## src/rtl/vram_host_master_if.sv

```systemverilog
// vram_host_master_if
//   Bundles the command handshake, the VRAM host bus and the read response
//   of vram_host_master.
//
//   Handshake: a command transfers on a clk edge where reqValid and reqReady
//   are both high. reqReady is high only while the master is idle and out of
//   reset. Request inputs are sampled only on that edge; anything presented
//   while the master is busy is ignored, not queued.
//
//   Modports:
//     master : the vram_host_master side (consumes commands, drives the bus)
//     slave  : the opposite side (issues commands, returns bus read data)
//
//   dbgState exposes the master's FSM state (IDLE=0, SETUP=1, STROBE=2, HOLD=3).
interface vram_host_master_if;
  logic        reqValid;
  logic        reqReady;
  logic        reqWrite;
  logic [12:0] reqAddr;
  logic [7:0]  reqData;
  logic [12:0] reqLen;
  logic [12:0] busAddr;
  logic [7:0]  busDataOut;
  logic        busDataOe;
  logic [7:0]  busDataIn;
  logic        nBusRd;
  logic        nBusWr;
  logic        rspValid;
  logic [7:0]  rspData;
  logic        busy;
  logic [1:0]  dbgState;

  modport master (
    input  reqValid, reqWrite, reqAddr, reqData, reqLen, busDataIn,
    output reqReady, busAddr, busDataOut, busDataOe, nBusRd, nBusWr,
           rspValid, rspData, busy, dbgState
  );

  modport slave (
    output reqValid, reqWrite, reqAddr, reqData, reqLen, busDataIn,
    input  reqReady, busAddr, busDataOut, busDataOe, nBusRd, nBusWr,
           rspValid, rspData, busy, dbgState
  );
endinterface

```

## src/rtl/vram_host_master.sv

```systemverilog
// vram_host_master
//   Drives the VGA board's asynchronous host port. Every byte transfer is a
//   SETUP / STROBE / HOLD sequence with programmable cycle counts. Reads move a
//   single byte; writes move reqLen+1 bytes to consecutive addresses (wrapping
//   at 8 KiB) with no idle cycles between them.
//
//   Ports:
//     clk   : system clock
//     nrst  : synchronous active-low reset
//     bus   : vram_host_master_if.master (command, host bus, read response,
//             dbgState)
//
//   Every output except reqReady is a flop. The output flops are loaded from
//   the next-state decode, so a strobe is low for exactly the cycles the FSM
//   spends in STROBE.
module vram_host_master #(
  parameter int SETUP_CYCLES  = 2,
  parameter int STROBE_CYCLES = 4,
  parameter int HOLD_CYCLES   = 2
) (
  input logic              clk,
  input logic              nrst,
  vram_host_master_if.master bus
);

  typedef enum logic [1:0] {
    IDLE   = 2'd0,
    SETUP  = 2'd1,
    STROBE = 2'd2,
    HOLD   = 2'd3
  } state_t;

  localparam logic [3:0] SETUP_LAST  = 4'(SETUP_CYCLES - 1);
  localparam logic [3:0] STROBE_LAST = 4'(STROBE_CYCLES - 1);
  localparam logic [3:0] HOLD_LAST   = 4'(HOLD_CYCLES - 1);

  state_t      state, nextState;
  logic [3:0]  phase, phaseNext;
  logic [12:0] count, countNext;
  logic        isWrite, writeNext;
  logic [12:0] addrNext;
  logic [7:0]  dataNext;
  logic [7:0]  rspDataNext;
  logic        rspValidNext;
  logic        accept;

  assign bus.reqReady = (state == IDLE) && nrst;
  assign accept       = bus.reqValid && bus.reqReady;
  assign bus.dbgState = state;

  always_comb begin
    nextState    = state;
    phaseNext    = phase + 4'd1;
    countNext    = count;
    writeNext    = isWrite;
    addrNext     = bus.busAddr;
    dataNext     = bus.busDataOut;
    rspDataNext  = bus.rspData;
    rspValidNext = 1'b0;

    case (state)
      IDLE: begin
        phaseNext = 4'd0;
        if (accept) begin
          nextState = SETUP;
          addrNext  = bus.reqAddr;
          dataNext  = bus.reqData;
          writeNext = bus.reqWrite;
          // The length only matters for writes; a read is always one byte.
          countNext = bus.reqWrite ? bus.reqLen : 13'd0;
        end
      end
      SETUP: begin
        if (phase == SETUP_LAST) begin
          nextState = STROBE;
          phaseNext = 4'd0;
        end
      end
      STROBE: begin
        if (phase == STROBE_LAST) begin
          nextState = HOLD;
          phaseNext = 4'd0;
          // Capture on the edge that closes the strobe; the pulse lands in
          // the first HOLD cycle.
          if (!isWrite) begin
            rspDataNext  = bus.busDataIn;
            rspValidNext = 1'b1;
          end
        end
      end
      HOLD: begin
        if (phase == HOLD_LAST) begin
          phaseNext = 4'd0;
          if (isWrite && (count != 13'd0)) begin
            nextState = SETUP;
            countNext = count - 13'd1;
            addrNext  = bus.busAddr + 13'd1;  // 13-bit wrap gives modulo 8192
          end else begin
            nextState = IDLE;
          end
        end
      end
      default: begin
        nextState = IDLE;
        phaseNext = 4'd0;
      end
    endcase
  end

  always_ff @(posedge clk) begin
    if (!nrst) begin
      state          <= IDLE;
      phase          <= 4'd0;
      count          <= 13'd0;
      isWrite        <= 1'b0;
      bus.busAddr    <= 13'd0;
      bus.busDataOut <= 8'd0;
      bus.busDataOe  <= 1'b0;
      bus.nBusRd     <= 1'b1;
      bus.nBusWr     <= 1'b1;
      bus.rspValid   <= 1'b0;
      bus.rspData    <= 8'd0;
      bus.busy       <= 1'b0;
    end else begin
      state          <= nextState;
      phase          <= phaseNext;
      count          <= countNext;
      isWrite        <= writeNext;
      bus.busAddr    <= addrNext;
      bus.busDataOut <= dataNext;
      bus.busDataOe  <= (nextState != IDLE) && writeNext;
      // Both strobes decode from the same state with opposite direction
      // terms, so they can never be low together.
      bus.nBusRd     <= !((nextState == STROBE) && !writeNext);
      bus.nBusWr     <= !((nextState == STROBE) && writeNext);
      bus.rspValid   <= rspValidNext;
      bus.rspData    <= rspDataNext;
      bus.busy       <= (nextState != IDLE);
    end
  end

endmodule

```

## src/flat_wrapper.sv

```systemverilog
// flat-port wrapper written by rule: the top's interface ports become plain ports
module vram_host_master_flat 
#(
  parameter int SETUP_CYCLES  = 2,
  parameter int STROBE_CYCLES = 4,
  parameter int HOLD_CYCLES   = 2
)
  (clk, nrst, bus_reqValid, bus_reqWrite, bus_reqAddr, bus_reqData, bus_reqLen, bus_busDataIn, bus_reqReady, bus_busAddr, bus_busDataOut, bus_busDataOe, bus_nBusRd, bus_nBusWr, bus_rspValid, bus_rspData, bus_busy, bus_dbgState);
  vram_host_master_if bus_i ();
  input logic clk;
  input logic nrst;
  input wire logic [$bits(bus_i.reqValid)-1:0] bus_reqValid;
  input wire logic [$bits(bus_i.reqWrite)-1:0] bus_reqWrite;
  input wire logic [$bits(bus_i.reqAddr)-1:0] bus_reqAddr;
  input wire logic [$bits(bus_i.reqData)-1:0] bus_reqData;
  input wire logic [$bits(bus_i.reqLen)-1:0] bus_reqLen;
  input wire logic [$bits(bus_i.busDataIn)-1:0] bus_busDataIn;
  output wire logic [$bits(bus_i.reqReady)-1:0] bus_reqReady;
  output wire logic [$bits(bus_i.busAddr)-1:0] bus_busAddr;
  output wire logic [$bits(bus_i.busDataOut)-1:0] bus_busDataOut;
  output wire logic [$bits(bus_i.busDataOe)-1:0] bus_busDataOe;
  output wire logic [$bits(bus_i.nBusRd)-1:0] bus_nBusRd;
  output wire logic [$bits(bus_i.nBusWr)-1:0] bus_nBusWr;
  output wire logic [$bits(bus_i.rspValid)-1:0] bus_rspValid;
  output wire logic [$bits(bus_i.rspData)-1:0] bus_rspData;
  output wire logic [$bits(bus_i.busy)-1:0] bus_busy;
  output wire logic [$bits(bus_i.dbgState)-1:0] bus_dbgState;
  assign bus_i.reqValid = bus_reqValid;
  assign bus_i.reqWrite = bus_reqWrite;
  assign bus_i.reqAddr = bus_reqAddr;
  assign bus_i.reqData = bus_reqData;
  assign bus_i.reqLen = bus_reqLen;
  assign bus_i.busDataIn = bus_busDataIn;
  assign bus_reqReady = bus_i.reqReady;
  assign bus_busAddr = bus_i.busAddr;
  assign bus_busDataOut = bus_i.busDataOut;
  assign bus_busDataOe = bus_i.busDataOe;
  assign bus_nBusRd = bus_i.nBusRd;
  assign bus_nBusWr = bus_i.nBusWr;
  assign bus_rspValid = bus_i.rspValid;
  assign bus_rspData = bus_i.rspData;
  assign bus_busy = bus_i.busy;
  assign bus_dbgState = bus_i.dbgState;
  vram_host_master #(.SETUP_CYCLES(SETUP_CYCLES), .STROBE_CYCLES(STROBE_CYCLES), .HOLD_CYCLES(HOLD_CYCLES)) u_core (.clk(clk), .nrst(nrst), .bus(bus_i));
endmodule
```

## config.mk

```make
export PLATFORM = sky130hd
export DESIGN_NAME = vram_host_master_flat
export DESIGN_NICKNAME = d
export VERILOG_FILES = /design/src/rtl/vram_host_master_if.sv /design/src/rtl/vram_host_master.sv /design/src/flat_wrapper.sv
export SDC_FILE = /design/constraint.sdc
export NUM_CORES = 1
export LEC_CHECK = 0
export ABC_AREA = 1
export CORE_MARGIN = 1.5
export CORE_UTILIZATION = 60
export DETAILED_ROUTE_END_ITERATION = 8
export DONT_BUFFER_PORTS = 1
export PLACE_DENSITY = 0.8
export SYNTH_ARGS = -nofsm -noshare
export SYNTH_HDL_FRONTEND = slang
export SYNTH_SLANG_ARGS = --single-unit
```

## constraint.sdc

```tcl
create_clock -name clk -period 3.8 [get_ports clk]
set_input_delay 0.95 -clock clk [delete_from_list [all_inputs] [get_ports clk]]
set_output_delay 0.95 -clock clk [all_outputs]
set_load 0.05 [all_outputs]
```

==> flow_summary.json <==
{
  "slowest_delay_ns": 0.78,
  "synth_common_cells": "nand2_1, nor2_1, dfxtp_1, inv_1, nand3_1",
  "cap_violations": 0,
  "status": "complete, no violations",
  "worstPathRequired_ns": 4.05,
  "htree_levels": 2,
  "synth-simple-area-share_pct": 40.6,
  "synth_mux_area_share_pct": 0,
  "postSynthAreaPerCell_um2": 6.36,
  "ys_seq_area_share_pct": 37.5,
  "synth_most_common_cell": "nand2_1",
  "cts_resized": 0,
  "clock_sinks": 54,
  "synth.net_count": 504,
  "fin_setup_tns_ns": 0,
  "synth-edff-count": 0,
  "vdd_drop_max_mv": 0.529,
  "drv_slew": 0,
  "coreArea_mm2": 0.00466,
  "finalWeightedCongestion": 0.871,
  "clock_path_buffers": 2,
  "rsz0062_at_grt": "no",
  "clock_skew_ns": 0.00755,
  "drive_gt1_share_pct": 6.01,
  "drt_wl_total_um": 6020,
  "yosys.area.top_type": "dfxtp_1",
  "synth_top_area_share_pct": 37.5,
  "gr-usage-met1_pct": 29.9,
  "crit_path_frequent_cell": "nand2_1",
  "finalHoldViolations": 0,
  "grtUsageTotal_pct": 23.9,
  "startpoint_type": "flop",
  "crit_path_top_delay_cell": "dfxtp_1",
  "cts-root-buf": "clkbuf_8",
  "numCtsBuffers": 5,
  "finalCritPeriodShare_pct": 68.4,
  "die_w_um": 72.3,
  "slew_headroom_pct": 54.0,
  "synthFlopType": "dfxtp_1",
  "n_antenna_cell": 0,
  "synth_cells": 453,
  "io_pins": 83,
  "grt_pass1_vias": 2423,
  "r2r-start": "u_core.bus.dbgState[1]$_SDFF_PN0_",
  "p_leak_nw": 1.38,
  "ys_ff_latch": 54,
  "setup_violations": 0,
  "synth_compound_area_share_pct": 10.5,
  "wl_per_cell_um": 12.0,
  "final_core_util_pct": 63.8,
  "hp-class": "reg2reg",
  "grt_pass1_wl_um": 10000,
  "vias": 2668,
  "nets": 499,
  "synthTopCellsByArea": "dfxtp_1, nand2_1, nor2_1",
  "period_minus_slack_ns": 2.60,
  "netlist_area_mm2": 0.00288,
  "drc_errors": 0,
  "setup.worst_path.class": "reg2reg",
  "endpoint_kind": "flop",
  "placementRows": 25,
  "synth_top_family_by_area": "simple AND/OR/NAND/NOR gates",
  "tritoncts": "built",
  "crit_arrival_ns": 2.84,
  "grt_use_met2_pct": 40.0,
  "ys_types": 31,
  "die_h_um": 72.3,
  "yosysWarningCount": 0,
  "hold_buffers": 0,
  "p_per_area_mw_per_mm2": 746,
  "grt_max_degree": 35,
  "grt_antenna_before_repair": 0,
  "regToRegEndpoint": "u_core.bus.busAddr[5]$_SDFFE_PN0P_",
  "startpoint": "u_core.bus.dbgState[1]$_SDFF_PN0_",
  "ff2ff_path_depth": 8,
  "worst_pin_slew_ns": 0.689,
  "start_util_pct": 61.9,
  "async_flop_share_pct": 0,
  "drt_iter0_markers": 188,
  "final_antenna_net_count": 0,
  "dr.pass1.iters": 4,
  "crit_end": "u_core.bus.busAddr[5]$_SDFFE_PN0P_",
  "clk_pin_slew_ns": 0.10,
  "port_buffers": 0,
  "busiest_layer": "met2",
  "synth-adder-area-share_pct": 2.17,
  "met3_usage_pct": 5.97,
  "drt-vias-per-instance": 5.30,
  "area_delta_synth_final_pct": 3.08,
  "cp_cell_sequence": "nand2_2 -> inv_2 -> nand2_1 -> nand2_1 -> inv_2 -> nand2_4 -> nand2_1 -> a21oi_1",
  "die_area_mm2": 0.00523,
  "fmax_mhz": 385,
  "cts_setup_buffers": 0,
  "rrSetupSlack_ns": 1.20,
  "hpwlAfterDp_um": 4270,
  "clock_latency_ns": 0.31,
  "synthXorXnorAreaFrac_pct": 1.22,
  "worstPathMaxFanout": 34,
  "grt_overflow": 0
}
==> worst min-delay path by stage <==
stage	start	to	cells after the start
6_report	u_core.count[1]$_SDFFE_PN0P_	u_core.count[1]$_SDFFE_PN0P_	2
5_1_grt	u_core.count[0]$_SDFFE_PN0P_	u_core.count[0]$_SDFFE_PN0P_	2
4_1_cts	u_core.count[1]$_SDFFE_PN0P_	u_core.count[1]$_SDFFE_PN0P_	2
3_5_place_dp	u_core.count[1]$_SDFFE_PN0P_	u_core.count[1]$_SDFFE_PN0P_	2
3_3_place_gp	u_core.phase[0]$_SDFF_PN0_	u_core.phase[0]$_SDFF_PN0_	1
2_1_floorplan	u_core.phase[0]$_SDFF_PN0_	u_core.phase[0]$_SDFF_PN0_	1
==> layout make-up <==
| cell class | instances | area [um^2] |
|---|---|---|
| fillers | 452 | 1690 |
| flip-flops and latches | 54 | 1080 |
| clock inverters | 2 | 12.5 |
| clock buffers | 6 | 82.6 |
| multi-input cells | 347 | 1570 |
| well taps | 54 | 67.6 |
| inverters | 38 | 143 |
| repair buffers | 2 | 15.0 |
==> cell usage in the layout (no fill, tap or decap), types with 3 or more instances in the layout <==
cell,netlist,layout
nand2_1,154,154
nor2_1,76,76
dfxtp_1,54,54
inv_1,33,33
nand3_1,30,30
o21ai_0,29,29
a21oi_1,19,19
o21ai_1,6,6
clkbuf_8,0,6
ha_1,5,5
nand4_1,4,4
nand2_2,4,4
inv_2,3,3
==> kinds of logic after synthesis <==
family,Yosys count
AO/OA/AOI/OAI,57
flip-flops,54
AND/OR/NAND/NOR,281
adder cells (fa/ha/maj),5
XOR/XNOR,4
buffers and inverters,52
==> through the flow <==
| stage | setup WS [ns] | cells | hold WS, ns | power [mW] | instance area, um^2 |
|---|---|---|---|---|---|
| floorplan | 0.830 | 453 | 0.445 | 1.79 | 2880 |
| global placement | 1.26 | 495 | 0.470 | 1.87 | 2880 |
| detailed placement | 1.18 | 495 | 0.478 | 1.90 | 2880 |
| CTS | 1.17 | 503 | 0.497 | 2.23 | 2970 |
| global route | 0.938 | 503 | 0.534 | 2.39 | 2970 |
| finish | 1.20 | 503 | 0.499 | 2.22 | 2970 |
==> where the power goes <==
group          internal [mW]  switching, mW  leakage, nW  total, mW
Combinational          0.277          0.520        0.889      0.797
Sequential             0.690          0.396        0.442       1.09
Clock                  0.147          0.188       0.0472      0.335
==> critical path: cells and delay by family (launching register included) <==
kind / cells / cell delay, ns
buffers and inverters: 2 / 0.48
AO/OA/AOI/OAI: 1 / 0.16
flip-flops: 1 / 0.78
AND/OR/NAND/NOR: 5 / 1.09
==> state kept, by name, indices dropped and copies added (netlist names) <==
register               count
u_core.bus.rspValid        1
u_core.bus.dbgState        2
u_core.bus.rspData         8
u_core.bus.nBusRd          1
u_core.isWrite             1
u_core.bus.nBusWr          1
u_core.phase               4
u_core.bus.busDataOe       1
u_core.bus.busAddr        13
u_core.count              13
u_core.bus.busDataOut      8
u_core.bus.busy            1
==> metal layers <==
layer,vias up,part of all wire [%],wire length (um)
li1,1413,-,-
met1,1169,45,2730
met2,77,46,2770
met3,9,6.9,418
met4,0,1.7,100
met5,-,0,0
Note: power is estimated with default switching activity, not from simulation.
==> variant (config.mk and constraints unchanged) <==
Reset style: asynchronous (`nrst`), changed in one clocked block. Comments in the files are not updated.
--- a/src/rtl/vram_host_master.sv
+++ b/src/rtl/vram_host_master.sv
@@ -107,7 +107,7 @@
     endcase
   end
 
-  always_ff @(posedge clk) begin
+  always_ff @(posedge clk or negedge nrst) begin
     if (!nrst) begin
       state          <= IDLE;
       phase          <= 4'd0;
Check against the original RTL: differs if nrst is asserted again (counterexample within 4 cycles, from zero or initial values and one cycle with nrst low); with nrst held inactive, the same outputs for 10 cycles.
==> variant against the unedited design <==
Total power increased by 47%; fmax is 4.7% higher; synthesized area rose by 5.7%; global-route usage increased by 0.38 points; highest routed layer unchanged; sequential cell count is the same; critical path type unchanged; clock skew rose by 0.0029 ns; design area rose by 6.8%; setup slack improved by 0.12 ns; routed wire length increased by 5.0%.
==> variant: results <==
export IMPL_outcome="finished clean"
export IMPL_ys_types=34
export IMPL_final_net_count=470
export IMPL_fill_cells=441
export IMPL_dp_hpwl_um=4490
export IMPL_synth_area_leaders="dfrtp_1, nand2_1, nand3_1"
export IMPL_synthArstFlopShare=1.00
export IMPL_track_usage=0.242
export IMPL_finClkSkew_ns=0.0104
export IMPL_hold_class="input pin to async pin"
export IMPL_power_leakage_nw=1.70
export IMPL_synth_compound_area_frac=0.0599
export IMPL_ir_drop_v=0.000454
export IMPL_crit_path_top_delay_cell="dfrtp_1"
export IMPL_grt_first_pass_wirelength_um=10400
export IMPL_use_met2=0.387
export IMPL_intPower_mw=1.37
export IMPL_muxShareOfSynthArea=0.00657
export IMPL_arrival_ns=2.73
export IMPL_p_switching_mw=1.88
export IMPL_ys_flop_type="dfrtp_1"
export IMPL_seqPwrFrac=0.518
export IMPL_synthCells=420
export IMPL_cts_buffer_depth=2
export IMPL_vias=2604
export IMPL_grt_pass1_vias=2398
export IMPL_synthAdderAreaFrac=0.0205
export IMPL_stdcell_count=487
export IMPL_pre_cts_ws_ns=1.20
export IMPL_avgRoutedWirePerCell_um=13.0
export IMPL_yosysSeqAreaShare=0.444
export IMPL_maxSlewHeadroom=0.443
export IMPL_use_met3=0.0610
export IMPL_worstPathMaxFanout=33
export IMPL_placed_area_sq_mm=0.00308
export IMPL_fmax_ghz=0.403
export IMPL_pwr_share_clk=0.104
export IMPL_max_stage_delay_ns=0.61
export IMPL_whs_ns=0.315
export IMPL_layout_drive_gt1_share=0.0810
export IMPL_gp_congestion=0.898
export IMPL_grt_use_met1=0.332
export IMPL_drt_iter0_drc=156
export IMPL_firstDrtPassIters=6
export IMPL_synth_common_cells="nand2_1, dfrtp_1, inv_1, nand3_1, nor2_1"
export IMPL_reg2reg_setup_slack_ns=1.32
export IMPL_synth_xor_area_share=0.0144
export IMPL_grt_max_degree=56
-- variant: worst paths after layout --
| check | start | endpoint | depth (start not counted) |
|---|---|---|---|
| setup / recovery | u_core.bus.dbgState[0] | u_core.bus.busAddr[5] | 11 |
| hold / removal | nrst | u_core.bus.rspData[1] | 0 |
| setup reg to reg | u_core.bus.dbgState[0] | u_core.bus.busAddr[5] | 11 |
| hold reg to reg | u_core.count[0] | u_core.count[0] | 2 |
| max in group asynchronous | nrst | u_core.bus.nBusWr | 0 |
| min in group clk | u_core.count[0] | u_core.count[0] | 2 |
-- variant: layout make-up --
class,instances,area [sq um],share of cell area
Multi-Input combinational cell,320,1490,0.468
Timing Repair Buffer,2,15.0,0.00473
Clock buffer,5,68.8,0.0217
Sequential cell,54,1350,0.426
Inverter,36,138,0.0434
Tap cell,67,83.8,0.0264
Clock inverter,3,28.8,0.00907
-- variant: layer usage --
layer  vias up  wire (um)
met5         -          0
met1      1196       2920
li1       1319          -
met4         0         49
met2        83       2900
met3         6        454
